<file path="config.mk">
export PLATFORM = sky130hd
export DESIGN_NAME = reg_dump_reader_flat
export DESIGN_NICKNAME = d
export VERILOG_FILES = /design/src/rtl/reg_dump_pkg.sv /design/src/rtl/reg_dump_reader_if.sv /design/src/rtl/reg_dump_reader.sv /design/src/flat_wrapper.sv
export SDC_FILE = /design/constraint.sdc
export NUM_CORES = 1
export LEC_CHECK = 0
export ABC_AREA = 1
export CAP_MARGIN = 0
export CORE_MARGIN = 10
export CORE_UTILIZATION = 60
export CTS_CLUSTER_SIZE = 14
export DETAILED_ROUTE_END_ITERATION = 16
export DONT_BUFFER_PORTS = 1
export PLACE_DENSITY = 0.82
export REMOVE_ABC_BUFFERS = 1
export SLEW_MARGIN = 20
export SYNTH_ARGS = -nofsm -noshare
export SYNTH_HDL_FRONTEND = slang
export SYNTH_SLANG_ARGS = --single-unit
</file>
<file path="constraint.sdc">
create_clock -name clk -period 1.68 [get_ports clk]
set_input_delay 0.252 -clock clk [delete_from_list [all_inputs] [get_ports clk]]
set_output_delay 0.252 -clock clk [all_outputs]
set_load 0.01 [all_outputs]
</file>
<file path="src/rtl/reg_dump_pkg.sv">
// Shared types and default widths for the register-dump reader.
package reg_dump_pkg;

  localparam int DATA_W_DEF = 32;
  localparam int ADDR_W_DEF = 4;

  typedef enum logic [2:0] {
    IDLE,
    READ,
    SEND,
    CSUM,
    DONE
  } state_t;

  typedef struct packed {
    logic [DATA_W_DEF-1:0] data;
    logic [ADDR_W_DEF-1:0] idx;
    logic                  last;
  } word_t;

endpackage

</file>
<file path="src/rtl/reg_dump_reader_if.sv">
// Valid/ready output stream of the register-dump reader; master = reader, slave = debug sink.
interface reg_dump_reader_if #(
  parameter int DATA_W = 32,
  parameter int ADDR_W = 4
);
  logic              out_valid;
  logic              out_ready;
  logic [DATA_W-1:0] out_data;
  logic [ADDR_W-1:0] out_idx;
  logic              out_last;

  modport master (output out_valid, out_data, out_idx, out_last, input out_ready);
  modport slave  (input out_valid, out_data, out_idx, out_last, output out_ready);
endinterface

</file>
<file path="src/rtl/reg_dump_reader.sv">
// Walks the bank read port from FIRST_REG to LAST_REG and streams each captured word out.
// Build option REG_DUMP_CHECKSUM_EN appends a trailing XOR-of-all-words beat.
module reg_dump_reader
  import reg_dump_pkg::*;
#(
  parameter int DATA_W    = DATA_W_DEF,
  parameter int ADDR_W    = ADDR_W_DEF,
  parameter int FIRST_REG = 0,
  parameter int LAST_REG  = 15
) (
  input  logic              clk,
  input  logic              rst,
  input  logic              start,
  output logic [ADDR_W-1:0] ra,
  input  logic [DATA_W-1:0] rd,
  reg_dump_reader_if.master dump,
  output logic              busy,
  output logic              done
);

  localparam logic [ADDR_W-1:0] FIRST_IDX = ADDR_W'(FIRST_REG);
  localparam logic [ADDR_W-1:0] LAST_IDX  = ADDR_W'(LAST_REG);

  state_t            state_q, state_d;
  logic [ADDR_W-1:0] idx_q, idx_d;
  logic              out_valid_q, out_valid_d;
  logic [DATA_W-1:0] out_data_q, out_data_d;
  logic [ADDR_W-1:0] out_idx_q, out_idx_d;
  logic              out_last_q, out_last_d;
  logic              busy_q, busy_d;
  logic              done_q, done_d;
`ifdef REG_DUMP_CHECKSUM_EN
  logic [DATA_W-1:0] csum_q, csum_d;
`endif

  // The bank is only addressed while capturing; it idles at register 0.
  assign ra = (state_q == READ) ? idx_q : '0;

  assign dump.out_valid = out_valid_q;
  assign dump.out_data  = out_data_q;
  assign dump.out_idx   = out_idx_q;
  assign dump.out_last  = out_last_q;
  assign busy           = busy_q;
  assign done           = done_q;

  always_comb begin
    state_d     = state_q;
    idx_d       = idx_q;
    out_valid_d = out_valid_q;
    out_data_d  = out_data_q;
    out_idx_d   = out_idx_q;
    out_last_d  = out_last_q;
    busy_d      = busy_q;
    done_d      = 1'b0;
`ifdef REG_DUMP_CHECKSUM_EN
    csum_d      = csum_q;
`endif
    unique case (state_q)
      IDLE: begin
        if (start) begin
          state_d = READ;
          idx_d   = FIRST_IDX;
          busy_d  = 1'b1;
`ifdef REG_DUMP_CHECKSUM_EN
          csum_d  = '0;
`endif
        end
      end
      READ: begin
        out_data_d  = rd;
        out_idx_d   = idx_q;
        out_valid_d = 1'b1;
`ifdef REG_DUMP_CHECKSUM_EN
        out_last_d  = 1'b0;
        csum_d      = csum_q ^ rd;
`else
        out_last_d  = (idx_q == LAST_IDX);
`endif
        state_d     = SEND;
      end
      SEND: begin
        if (dump.out_ready) begin
          if (idx_q != LAST_IDX) begin
            idx_d       = idx_q + 1'b1;
            out_valid_d = 1'b0;
            state_d     = READ;
          end else begin
`ifdef REG_DUMP_CHECKSUM_EN
            // Checksum beat follows directly; csum_q already holds the last word.
            out_data_d  = csum_q;
            out_idx_d   = '0;
            out_last_d  = 1'b1;
            out_valid_d = 1'b1;
            state_d     = CSUM;
`else
            out_valid_d = 1'b0;
            done_d      = 1'b1;
            state_d     = DONE;
`endif
          end
        end
      end
`ifdef REG_DUMP_CHECKSUM_EN
      CSUM: begin
        if (dump.out_ready) begin
          out_valid_d = 1'b0;
          done_d      = 1'b1;
          state_d     = DONE;
        end
      end
`endif
      DONE: begin
        busy_d  = 1'b0;
        state_d = IDLE;
      end
      default: begin
        busy_d      = 1'b0;
        out_valid_d = 1'b0;
        state_d     = IDLE;
      end
    endcase
  end

  always_ff @(posedge clk or posedge rst) begin
    if (rst) begin
      state_q     <= IDLE;
      idx_q       <= FIRST_IDX;
      out_valid_q <= 1'b0;
      out_data_q  <= '0;
      out_idx_q   <= '0;
      out_last_q  <= 1'b0;
      busy_q      <= 1'b0;
      done_q      <= 1'b0;
`ifdef REG_DUMP_CHECKSUM_EN
      csum_q      <= '0;
`endif
    end else begin
      state_q     <= state_d;
      idx_q       <= idx_d;
      out_valid_q <= out_valid_d;
      out_data_q  <= out_data_d;
      out_idx_q   <= out_idx_d;
      out_last_q  <= out_last_d;
      busy_q      <= busy_d;
      done_q      <= done_d;
`ifdef REG_DUMP_CHECKSUM_EN
      csum_q      <= csum_d;
`endif
    end
  end

endmodule

</file>
<file path="src/flat_wrapper.sv">
// flat-port wrapper written by rule: the top's interface ports become plain ports
module reg_dump_reader_flat import reg_dump_pkg::*;
#(
  parameter int DATA_W    = DATA_W_DEF,
  parameter int ADDR_W    = ADDR_W_DEF,
  parameter int FIRST_REG = 0,
  parameter int LAST_REG  = 15
)
  (clk, rst, start, ra, rd, busy, done, dump_out_valid, dump_out_data, dump_out_idx, dump_out_last, dump_out_ready);
  reg_dump_reader_if #(.DATA_W(DATA_W), .ADDR_W(ADDR_W)) dump_i ();
  input  logic clk;
  input  logic rst;
  input  logic start;
  output logic [ADDR_W-1:0] ra;
  input  logic [DATA_W-1:0] rd;
  output logic busy;
  output logic done;
  output wire logic [$bits(dump_i.out_valid)-1:0] dump_out_valid;
  output wire logic [$bits(dump_i.out_data)-1:0] dump_out_data;
  output wire logic [$bits(dump_i.out_idx)-1:0] dump_out_idx;
  output wire logic [$bits(dump_i.out_last)-1:0] dump_out_last;
  input wire logic [$bits(dump_i.out_ready)-1:0] dump_out_ready;
  assign dump_out_valid = dump_i.out_valid;
  assign dump_out_data = dump_i.out_data;
  assign dump_out_idx = dump_i.out_idx;
  assign dump_out_last = dump_i.out_last;
  assign dump_i.out_ready = dump_out_ready;
  reg_dump_reader #(.DATA_W(DATA_W), .ADDR_W(ADDR_W), .FIRST_REG(FIRST_REG), .LAST_REG(LAST_REG)) u_core (.clk(clk), .rst(rst), .start(start), .ra(ra), .rd(rd), .dump(dump_i), .busy(busy), .done(done));
endmodule
</file>
==> results of run 1 <==
## cell usage after synthesis
cell      number  area (µm²)
buf_2          3        15.0
nand3_2        1        10.0
nand2_2        2        12.5
clkinv_1       1        3.75
nand2_1      119         447
o21ai_0        7        35.0
inv_2          5        18.8
nand2_4        2        22.5
nor2_2         2        12.5
nand3_1        8        40.0
nor2_1        10        37.5
buf_6          2        22.5
ha_1           1        12.5
nand3_4        1        17.5
buf_4          3        22.5
nor3_1         3        15.0
inv_1          9        33.8
dfrtp_1       47        1180
## sequential cells by signal (all words and copies together), names as in the netlist
name                   cells
u_core.dump.out_data      32
u_core.idx_q               4
u_core.dump.out_valid      1
u_core.busy                1
u_core.done                1
u_core.dump.out_last       1
u_core.state_q             3
u_core.dump.out_idx        4
## layout by cell type, fill, tap and decap left out, types with 2 or more instances in the layout
master,count
o21ai_0,7
dfrtp_1,47
nand2_1,119
nand2_4,2
inv_2,6
nor2_2,4
clkbuf_4,5
nor3_1,3
buf_4,4
inv_1,8
nand2_2,2
nor2_1,8
dlygate4sd3_1,22
nand3_1,8
## final cells by class
| type | instances | area [µm²] |
|---|---|---|
| clock buffer | 6 | 41.3 |
| sequential | 47 | 1180 |
| clock inverter | 2 | 12.5 |
| inverter | 15 | 56.3 |
| fill | 232 | 800 |
| timing repair buffer | 27 | 270 |
| multi-input combinational | 156 | 667 |
| tap | 44 | 55.1 |
## cells by family (layout without fill, tap and decap cells)
logic type	Yosys count	count (layout)	synth area share, %
AOI/OAI and AO/OA	7	7	1.79
buffers and inverters	23	50	5.95
DFF	47	47	60.2
adders and majority gates	1	1	0.640
and+or+nand+nor	148	148	31.4
## per-layer routing
| metal | track usage, % | part of all wire, % | routed length (µm) |
|---|---|---|---|
| met1 | 19.3 | 41 | 1920 |
| met2 | 25.3 | 48 | 2280 |
| met3 | 7.34 | 9.9 | 471 |
| met4 | 4.93 | 1.2 | 57 |
| met5 | 0 | 0 | 0 |
## worst paths after layout
| check | startpoint | endpoint | slack [ps] | depth (start not counted) |
|---|---|---|---|---|
| max | u_core.state_q[2] | ra[1] | 110 | 3 |
| min | rd[17] | u_core.dump.out_data[17] | 5 | 2 |
| max reg2reg | u_core.idx_q[0] | u_core.idx_q[2] | 280 | 9 |
| min reg2reg | u_core.idx_q[3] | u_core.idx_q[3] | 540 | 2 |
| max in group asynchronous | rst | u_core.done | 800 | 3 |
| min in group asynchronous | rst | u_core.dump.out_data[28] | 370 | 2 |
## power by group through the flow
| stage | combinational (µW) | sequential [µW] | clock, µW |
|---|---|---|---|
| 5_1_grt | 1560 | 2260 | 563 |
| 3_3_place_gp | 1210 | 2200 | 0 |
| 4_1_cts | 1300 | 2190 | 512 |
| 6_report | 1330 | 2190 | 501 |
| 3_5_place_dp | 1270 | 2200 | 0 |
| 2_1_floorplan | 957 | 2070 | 0 |
## per-stage QoR
stage                     utilization, %  total power [µW]  area, µm²  setup slack, ps  setup TNS, ps
after detailed placement            65.0              3480       2000              292              0
after global routing                74.0              4390       2280            -10.9          -17.6
after global placement              65.0              3410       2000              366              0
final                               74.0              4020       2280              110              0
after CTS                           72.2              4000       2220             62.3              0
after floorplan                        -              3030       1890              268              0
## what timing repair did
item,4_1_cts,5_1_grt
setup endpoints to repair,0,2
hold buffers,17,5
gates resized for setup,0,2
endpoints found under the hold margin,39,5
==> impl_metrics.csv, run 1 <==
group,metric,value,unit
synth,netlist_area,0.00195,mm²
die,die_h,77.1,µm
finish,antenna_cells,0,
finish,final_net_count,289,
pwr,swShare,44.7,%
global_routing,grt_pass1_vias,1508,
route,ant_nets,0,
timing,finClkSkew,13.3,ps
pwr,pwr-share-clk,12.5,%
clock_tree,cts_max_level,2,
die,die_x,77.1,µm
synth,synth.distinct_cells,18,
route,route.detailed.drc,0,
die,core.rowCount,20,
route,drt_first_iter_violations,88,
die,core-area,0.00308,mm²
synth,synth_warnings,0,
finish,area_growth,16.6,%
clock_tree,clockBufferDepth,2,
clock_tree,root_buffer,"clkbuf_4",
global_routing,grt_antenna_before_repair,0,
worst_setup_path,crit_required,1430,ps
pwr,p_switching,1800,µW
route,viasPerCell,5.02,
timing,post-route-period-util,93.5,%
worst_setup_path,end_kind,"output port",
worst_setup_path,crit_type,"reg2out",
finish,drive_gt1_share,11.1,%
placement,dp_hpwl,3210,µm
route,finalWirelength,4740,µm
worst_setup_path,worst-path-max-fanout,16,
worst_setup_path,critPathBufInv,1,
pwr,power.share.combinational,33.2,%
worst_setup_path,slowest_delay,440,ps
timing,hold_ws,5.43,ps
timing,relSlewSlack,65.6,%
pwr,p_int,2220,µW
timing,setup-violations-final,0,
min_path,hp-class,"in2reg",
die,ioPinCount,80,
synth,syn_inst,226,
placement,dp.cells,267,
pwr,power_density,1760,mW/mm²
synth,avgSynthCellArea,8.65,µm²
die,die_area,0.00594,mm²
synth,synth-seq-area-share,60.2,%
finish,finalNonFillerCells,297,
timing,slew_viol_final,0,
pwr,seqPwrFrac,54.4,%
timing,worst_slew_pin_slew,515,ps
worst_setup_path,crit_path_top_delay_cell,"dfrtp_1",
timing,fmax,637,MHz
global_routing,grt_max_degree,25,
pwr,vdd_drop_max,1140,µV
timing,hold_viol,0,
worst_setup_path,worst_setup_path_start_kind,"register",
clock_tree,clkTransAtPathRegs,130,ps
timing,layout_min_cycle_time,1570,ps
placement,gp_congestion,0.809,
global_routing,grt_pass1_wl,7730,µm
die,initial_core_util,63.5,%
worst_setup_path,crit_family,"flip-flops",
outcome,outcome,"finished clean",
global_routing,grt_usage,16.1,%
global_routing,grt-ovfl-total,0,
clock_tree,clk_latency,350,ps
pwr,power_leakage,0.00120,µW
timing,rsz0062_at_grt,"true",
clock_tree,clock_sinks,47,
route,wire_per_inst,15.9,µm
route,vias,1492,
worst_setup_path,arrival,1320,ps
clock_tree,cts_buffers,5,
clock_tree,cts_setup_buffers,0,
placement,numPortBuffers,0,
worst_setup_path,path_cells,"inv_2 -> nand3_4 -> nor2_1",
synth,ys_ff_latch,47,
run,maxCapViolations,0,
route,drt_pre_antenna_iters,4,
clock_tree,cts_tree,"built",
Note: power is estimated with default switching activity, not from simulation.
==> run 2: changes to the inputs <==
--- a/config.mk
+++ b/config.mk
@@ -9,11 +9,13 @@
 export CAP_MARGIN = 0
 export CORE_MARGIN = 10
 export CORE_UTILIZATION = 60
-export CTS_CLUSTER_SIZE = 14
+export CTS_CLUSTER_DIAMETER = 40
+export CTS_CLUSTER_SIZE = 16
 export DETAILED_ROUTE_END_ITERATION = 16
 export DONT_BUFFER_PORTS = 1
 export PLACE_DENSITY = 0.82
 export REMOVE_ABC_BUFFERS = 1
+export SETUP_SLACK_MARGIN = 0.4
 export SLEW_MARGIN = 20
 export SYNTH_ARGS = -nofsm -noshare
 export SYNTH_HDL_FRONTEND = slang
==> run 2 against run 1 <==
Against the previous run: global-route usage is 0.94 points higher; setup slack better by 150 ps; count of clock-buffer cells in the layout unchanged; clock skew down 2.0 ps; utilization up 7.5 points; largest power group unchanged; sequential share of layout area fell by 4.7 points; power increased by 9.5%; final cell count up 6.4%; die area unchanged; largest cell class unchanged.
==> impl_metrics.csv, run 2 (same netlist as run 1, synthesis figures left out) <==
group,metric,value,unit
outcome,outcome,"finished clean",
route,wl_met2,2640,µm
route,wl_met3,551,µm
clock_tree,cts_tree,"built",
placement,dp_hpwl,3210,µm
route,vias,1620,
route,ant_nets,0,
worst_setup_path,worst_setup_path_start_kind,"register",
clock_tree,clockBufferDepth,2,
timing,relSlewSlack,65.4,%
worst_setup_path,crit_type,"reg2out",
timing,finClkSkew,11.4,ps
placement,gp_congestion,0.809,
timing,post-route-period-util,84.3,%
finish,final_net_count,308,
die,die_x,77.1,µm
worst_setup_path,end_kind,"output port",
die,die_area,0.00594,mm²
timing,setup-violations-final,0,
global_routing,grt_max_degree,25,
die,core-area,0.00308,mm²
placement,numPortBuffers,0,
pwr,power_leakage,0.00132,µW
route,wire_per_inst,16.9,µm
finish,drive_gt1_share,20.2,%
global_routing,grt_pass1_wl,8140,µm
placement,placed_area,0.00200,mm²
route,drt_pre_antenna_iters,4,
pwr,power_density,1750,mW/mm²
finish,antenna_cells,0,
pwr,seqPwrFrac,49.6,%
finish,final_common_cell,"nand2_1",
timing,layout_min_cycle_time,1420,ps
finish,fin_area,0.00251,mm²
timing,slew_viol_final,0,
worst_setup_path,worst-path-max-fanout,6,
pwr,p_switching,1960,µW
clock_tree,cts_buffers,5,
timing,fmax,706,MHz
pwr,swShare,44.5,%
die,initial_core_util,63.5,%
die,core.rowCount,20,
timing,worst_slew_pin_slew,518,ps
worst_setup_path,crit_required,1430,ps
timing,finalWorstSetupSlack,264,ps
pwr,power.share.combinational,39.0,%
die,ioPinCount,80,
timing,rsz0062_at_grt,"true",
finish,area_growth,28.4,%
global_routing,grt_usage,17.0,%
clock_tree,clk_latency,350,ps
pwr,p_int,2440,µW
route,route.detailed.drc,0,
min_path,hp-class,"in2reg",
clock_tree,clock_sinks,47,
global_routing,grt-ovfl-total,0,
pwr,vdd_drop_max,1150,µV
route,dr.max_layer_used,"met4",
clock_tree,clkTransAtPathRegs,130,ps
pwr,pwr-share-clk,11.3,%
timing,hold_viol,0,
global_routing,grt_antenna_before_repair,0,
die,die_h,77.1,µm
clock_tree,root_buffer,"clkbuf_4",
route,finalWirelength,5350,µm
finish,mostFrequentLayoutCells,"nand2_1 (116), dfrtp_1 (46), dlygate4sd3_1 (22), buf_4 (17)",
worst_setup_path,arrival,1160,ps
clock_tree,cts_max_level,2,
finish,largest_reg_flops,32,
route,drt-met1-wl,2050,µm
run,maxCapViolations,0,
route,viasPerCell,5.13,
placement,dpl_worst_slack,292,ps
route,drt_first_iter_violations,81,
global_routing,grt_pass1_vias,1612,
timing,hold_ws,5.01,ps
timing,tns,0,ps
run 2: cell count changes in the layout (fill, tap and decap cells not counted), moves of 3 or more:
cell	change
buf_4	+13
buf_6	+3
nand2_1	-3
nor2_2	-3
nor2_4	+5
run 2: cell type report:
cell class,instances,area (µm²)
Clock buffer,6,41.3
Timing Repair Buffer,45,422
Multi-Input combinational cell,157,727
Sequential cell,47,1180
Tap cell,44,55.1
Fill cell,205,569
Inverter,15,73.8
Clock inverter,2,12.5
run 2: path summary, 6_finish.rpt:
kind                                            start                       end  slack (ps)  cells past startpoint
worst max-delay path                u_core.state_q[2]                     ra[0]         260                      3
worst min-delay path                           rd[17]  u_core.dump.out_data[17]           5                      2
worst max register to register      u_core.state_q[2]  u_core.dump.out_data[15]         310                      7
worst min register to register  u_core.dump.out_valid     u_core.dump.out_valid         570                      2
max in group asynchronous                         rst         u_core.state_q[0]         780                      3
min in group asynchronous                         rst   u_core.dump.out_data[4]         370                      2
run 2: power groups by stage:
stage          combinational (µW)  clock [µW]  sequential, µW
2_1_floorplan                 957           0            2070
3_3_place_gp                 1210           0            2200
3_5_place_dp                 1270           0            2200
4_1_cts                      1490         512            2190
5_1_grt                      1950         562            2260
6_report                     1720         499            2180
run 2: critical path, stage by stage, from the launching register on:
cell	delay [ps]
dfrtp_1	420
inv_2	90
nand3_4	150
nor2_4	160
run 2: timing repair:
action,CTS,global route
hold buffers,17,5
setup buffers,9,8
pin swaps,4,8
setup endpoints to repair,30,42
gates cloned,1,1
endpoints found under the hold margin,39,5
resized for setup,17,11
run 2: per-stage QoR:
step	util [%]	std cells	power [µW]
2_1_floorplan	-	218	3030
3_3_place_gp	65.0	267	3410
3_5_place_dp	65.0	267	3480
4_1_cts	76.5	302	4190
5_1_grt	81.5	316	4770
6_report	81.5	316	4400
run 2: per-layer routing:
| metal | track usage (%) | up-vias |
|---|---|---|
| li1 | - | 777 |
| met3 | 7.23 | 11 |
| met2 | 27.9 | 75 |
| met5 | 0 | - |
| met1 | 19.7 | 757 |
| met4 | 5.47 | 0 |
==> run 3: changes to the inputs <==
--- a/config.mk
+++ b/config.mk
@@ -8,12 +8,12 @@
 export ABC_AREA = 1
 export CAP_MARGIN = 0
 export CORE_MARGIN = 10
-export CORE_UTILIZATION = 60
+export CORE_UTILIZATION = 55
 export CTS_CLUSTER_DIAMETER = 40
 export CTS_CLUSTER_SIZE = 16
 export DETAILED_ROUTE_END_ITERATION = 16
 export DONT_BUFFER_PORTS = 1
-export PLACE_DENSITY = 0.82
+export PLACE_DENSITY = 0.79
 export REMOVE_ABC_BUFFERS = 1
 export SETUP_SLACK_MARGIN = 0.4
 export SLEW_MARGIN = 20
==> constraint.sdc (replaced) <==
create_clock -name clk -period 1.2 [get_ports clk]
set_input_delay 0.18 -clock clk [delete_from_list [all_inputs] [get_ports clk]]
set_output_delay 0.18 -clock clk [all_outputs]
set_load 0.01 [all_outputs]
==> run 3 against run 2 <==
Against the previous run: the flow now finishes with violations (negative setup slack); final area up 13%; final cell count increased by 7.9%; wire length increased by 9.1%; sequential share of layout area fell by 5.5 points; setup slack got worse by 480 ps; non-clock buffer count is 24 higher; clock power up 59%; clock skew is 1.8 ps higher; critical path depth is 5 higher; die area up 6.7%; combinational power up 81%; register-to-register slack lost 520 ps.
==> impl_metrics.csv, run 3 (same netlist as run 1, synthesis figures left out) <==
group,metric,value,unit
die,die_h,79.6,µm
die,core.rowCount,21,
timing,hold_ws,77.1,ps
timing,relSlewSlack,83.9,%
worst_setup_path,worst-path-max-fanout,12,
pwr,vdd_drop_max,1390,µV
placement,gp_congestion,0.800,
global_routing,grt_usage,17.7,%
worst_setup_path,crit_path_top_delay_cell,"dfrtp_1",
finish,drive_gt1_share,25.1,%
placement,numPortBuffers,0,
clock_tree,cts_tree,"built",
clock_tree,clkTransAtPathRegs,140,ps
finish,final_common_cell,"nand2_1",
worst_setup_path,path_cells,"inv_2 -> nand3_4 -> buf_4 -> buf_6 -> inv_6 -> bufbuf_16 -> nand2_1 -> nand2_1",
worst_setup_path,crit_required,1520,ps
worst_setup_path,end_kind,"register",
finish,area_growth,45.3,%
timing,tns,-5630,ps
route,route.detailed.drc,0,
placement,dpl_worst_slack,-74.9,ps
clock_tree,clock_sinks,47,
finish,final_net_count,331,
die,die_area,0.00634,mm²
outcome,violations,"negative setup slack",
global_routing,grt_max_degree,48,
timing,slew_viol_final,0,
die,die_x,79.6,µm
die,initial_core_util,57.7,%
global_routing,grt_pass1_vias,1770,
pwr,power_density,2440,mW/mm²
clock_tree,cts_max_level,2,
global_routing,grt-ovfl-total,0,
worst_setup_path,worst_setup_path_start_kind,"register",
placement,dp_hpwl,3270,µm
route,ant_nets,0,
clock_tree,clockBufferDepth,2,
timing,finalWorstSetupSlack,-212,ps
worst_setup_path,slowest_delay,410,ps
clock_tree,root_buffer,"clkbuf_4",
route,drt_first_iter_violations,114,
route,wire_per_inst,17.1,µm
timing,post-route-period-util,118,%
worst_setup_path,critPathBufInv,5,
global_routing,grt_pass1_wl,8780,µm
worst_setup_path,crit_top_cell,"nand2_1",
timing,layout_min_cycle_time,1410,ps
timing,setup-violations-final,46,
route,drt_pre_antenna_iters,4,
die,core-area,0.00339,mm²
worst_setup_path,crit_type,"reg2reg",
global_routing,grt_antenna_before_repair,0,
finish,fin_util,83.8,%
route,finalWirelength,5840,µm
route,viasPerCell,4.99,
timing,worst_slew_pin_slew,242,ps
run,maxCapViolations,0,
clock_tree,clk_latency,370,ps
die,ioPinCount,80,
finish,mostFrequentLayoutCells,"nand2_1 (113), dfrtp_1 (47), dlygate4sd3_1 (34), buf_4 (24)",
route,vias,1700,
finish,multiInputGateArea,763,µm²
timing,hold_viol,0,
pwr,power_leakage,0.00149,µW
finish,largest_reg_flops,32,
finish,fillCellCount,186,
finish,register_area,0.00118,mm²
min_path,hp-class,"in2reg",
worst_setup_path,crit_family,"buffers and inverters",
clock_tree,cts_buffers,5,
finish,antenna_cells,0,
timing,finClkSkew,13.2,ps
worst_setup_path,arrival,1730,ps
outcome,outcome,"finished, violations left",
timing,fmax,708,MHz
timing,rsz0062_at_grt,"true",
worst_setup_path,reg2reg_slack,-210,ps
## run 3: through the flow
step / power, µW / instances / area (µm²)
finish: 6930 / 341 / 2840
global route: 7390 / 341 / 2840
CTS: 6570 / 331 / 2720
detailed placement: 5050 / 280 / 2100
global placement: 4950 / 280 / 2100
floorplan: 4240 / 218 / 1890
## run 3: per-layer routing
metal  track usage, %  wire [µm]  vias to the layer above  share of wire (%)
met3             5.86        454                       11                7.8
met5                0          0                        -                  0
met4             8.06        100                        0                1.7
met1             17.5       2120                      808                 36
li1                 -          -                      817                  -
met2             32.7       3160                       64                 54
## run 3: worst paths after layout
kind | start | end | cells after the start
worst max-delay path | u_core.state_q[1] | u_core.dump.out_data[12] | 8
worst min-delay path | dump_out_ready | u_core.done | 2
worst max register to register | u_core.state_q[1] | u_core.dump.out_data[12] | 8
worst min register to register | u_core.dump.out_valid | u_core.dump.out_valid | 2
max in group asynchronous | rst | u_core.dump.out_last | 3
min in group asynchronous | rst | u_core.dump.out_data[31] | 3
## run 3: area by class of cell
class,instances,area share [%]
Multi-Input combinational cell,156,26.9
Clock inverter,2,0.573
Timing Repair Buffer,69,24.8
Clock buffer,6,1.81
Sequential cell,47,41.4
Tap cell,46,2.03
Inverter,15,2.51
## run 3: where the power goes
part           internal, µW  leakage, µW  switching [µW]  total [µW]
clock                   289    0.0000345             504         793
combinational          1470     0.000861            1640        3110
sequential             2240     0.000595             788        3030
## run 3: what timing repair did
action	CTS	global route
gates resized for setup	27	15
endpoints found under the hold margin	80	0
setup buffers	7	10
pin swaps	6	3
hold buffers	34	0
setup endpoints to repair	91	91
cloned	2	0
==> patch (config.mk and constraints of run 1) <==
The package constant `ADDR_W_DEF` goes from 4 to 6.
--- a/src/rtl/reg_dump_pkg.sv
+++ b/src/rtl/reg_dump_pkg.sv
@@ -2,7 +2,7 @@
 package reg_dump_pkg;
 
   localparam int DATA_W_DEF = 32;
-  localparam int ADDR_W_DEF = 4;
+  localparam int ADDR_W_DEF = 6;
 
   typedef enum logic [2:0] {
     IDLE,
Interface: changed (resized dump_out_idx and ra); port bits go from 80 to 84. The function was not compared with the original's and may differ.
==> patch against run 1 <==
Synthesized cell count increased by 12%. Setup slack worse by 13 ps. Highest routed layer unchanged. Cell count rose by 17%. Wire length is 26% higher. Final area up 19%. Sequential cell count rose by 4. Fmax down 0.82%. Power is 15% higher. Area after synthesis increased by 8.9%.
==> patch: results (changes against run 1) <==
outcome:
  status: "finished, final reports clean"  # unchanged
detailed_routing:
  wl_mm: 5.96  # was 4.74 mm
  drt_iter0_markers: 119  # was 88
  vias_per_cell: 5.32  # was 5.02
  drt_pass1_iterations: 4  # unchanged
logic_synthesis:
  synth_xor_area_share_pct: 0.412  # was 0%
  ys_types: 19  # was 18
  ys_top_cells_by_area: "dfrtp_1 60%, nand2_1 24%, nor2_1 2.8%"  # was dfrtp_1 60%, nand2_1 23%, nand3_1 2.0%
  synth-compound-area-share_pct: 2.70  # was 1.79%
  yosys-top-cells-count: "137 x nand2_1, 51 x dfrtp_1, 16 x nor2_1"  # was 119 x nand2_1, 47 x dfrtp_1, 10 x nor2_1
  synth_warnings: 0  # unchanged
  seq_area_frac_synth_pct: 60.0  # was 60.2%
  synthAdderAreaFrac_pct: 0.588  # was 0.640%
  async_flop_share_pct: 100  # unchanged
min_path:
  hold_path_class: "primary input to flip-flop"  # unchanged
  hp-start: "dump_out_ready"  # was rd[17]
  whs_path_depth: 2  # unchanged
grt:
  grt_max_degree: 31  # was 25
  antenna_found_initial: 0  # unchanged
  grt_pass1_vias: 1850  # was 1,508
  grt_usage_pct: 18.9  # was 16.1%
  grt_pass1_wl_mm: 9.38  # was 7.73 mm
critical_path:
  cp-startpoint: "u_core.state_q[1]"  # was u_core.state_q[2]
  crit_arrival_ps: 1330
  r2r_cells: 7  # was 9
  crit_fanout: 6  # was 16
power_and_ir_drop:
  ir_drop_uv: 912  # was 1140 uV
  leakage_nw: 1.43  # was 1.20 nW
placement:
  dpl-instance-area_mm2: 0.00224  # was 0.00200 mm2
  hpwlAfterDp_mm: 3.69  # was 3.21 mm
  globalplace.congestion: 0.807  # was 0.809
  place.port_buffers: 0  # unchanged
  place_ws_ps: 179  # was 292 ps
clocking:
  clk_path_buf_depth: 2  # unchanged
  numCtsBuffers: 5  # unchanged
  insertion_delay_ps: 370  # was 350 ps
  path_clk_slew_ps: 140
  cts-root-buf: "clkbuf_4"  # unchanged
finish:
  diodes: 0  # unchanged
  largest_reg_flops: 32  # unchanged
  final_nets: 338  # was 289
  layout-drive-gt1-share_pct: 12.3  # was 11.1%
timing:
  slew_headroom_pct: 67.8  # was 65.6%
  worst_clock_skew_ps: 6.80  # was 13.3 ps
  layout_min_cycle_time_ps: 1580  # was 1570 ps
==> patch: area by class of cell <==
class | count | area, um2
Inverter | 15 | 58.8
Clock inverter | 2 | 38.8
Fill cell | 211 | 677
Tap cell | 46 | 57.6
Clock buffer | 6 | 51.3
Multi-Input combinational cell | 181 | 768
Sequential cell | 51 | 1280
Timing Repair Buffer | 47 | 460
==> patch: worst paths after layout <==
kind	endpoint	slack, ps
setup / recovery	ra[3]	100
hold / removal	u_core.done	20
setup reg to reg	u_core.dump.out_data[23]	160
hold reg to reg	u_core.idx_q[5]	520
max in group asynchronous	u_core.state_q[1]	830
min in group asynchronous	u_core.dump.out_data[18]	330
==> patch: per-layer routing <==
metal | share of wire [%] | vias up | wire [um] | global-route usage, %
li1 | - | 871 | - | -
met1 | 36 | 891 | 2140 | 19.4
met2 | 52 | 78 | 3100 | 33.0
met3 | 9.8 | 12 | 586 | 8.11
met4 | 2.3 | 0 | 136 | 7.71
met5 | 0 | - | 0 | 0
==> patch: cells by family after synthesis <==
| logic type | Yosys count |
|---|---|
| buf+inv | 23 |
| compound gates | 11 |
| fa+ha+maj | 1 |
| simple gates | 167 |
| flops | 51 |
| xor+xnor | 1 |
==> patch: timing repair <==
action / in CTS / in global routing
endpoints found under the setup margin: 6 / 6
hold buffers: 33 / 0
pin swaps: 0 / 1
hold endpoints to repair: 54 / 0
gates cloned: 0 / 1
buffers inserted: 2 / 2
resized for setup: 1 / 4
==> patch: power by group <==
| part | switching [mW] | internal, mW | total, mW |
|---|---|---|---|
| Clock | 0.392 | 0.360 | 0.752 |
| Sequential | 0.607 | 1.69 | 2.30 |
| Combinational | 0.983 | 0.569 | 1.55 |
| Total | 1.98 | 2.62 | 4.61 |
==> patch: worst max-delay path, cell delays in order, from the launching register on <==
cell and delay, ps:
dfrtp_2 470, inv_2 110, nand3_4 120, nor2_1 120, buf_4 140
==> patch: stage by stage <==
stage               instances  hold slack, ps
floorplan                 246             362
global placement          302             184
detailed placement        302             186
CTS                       345            10.9
global route              348            19.0
finish                    348            21.6
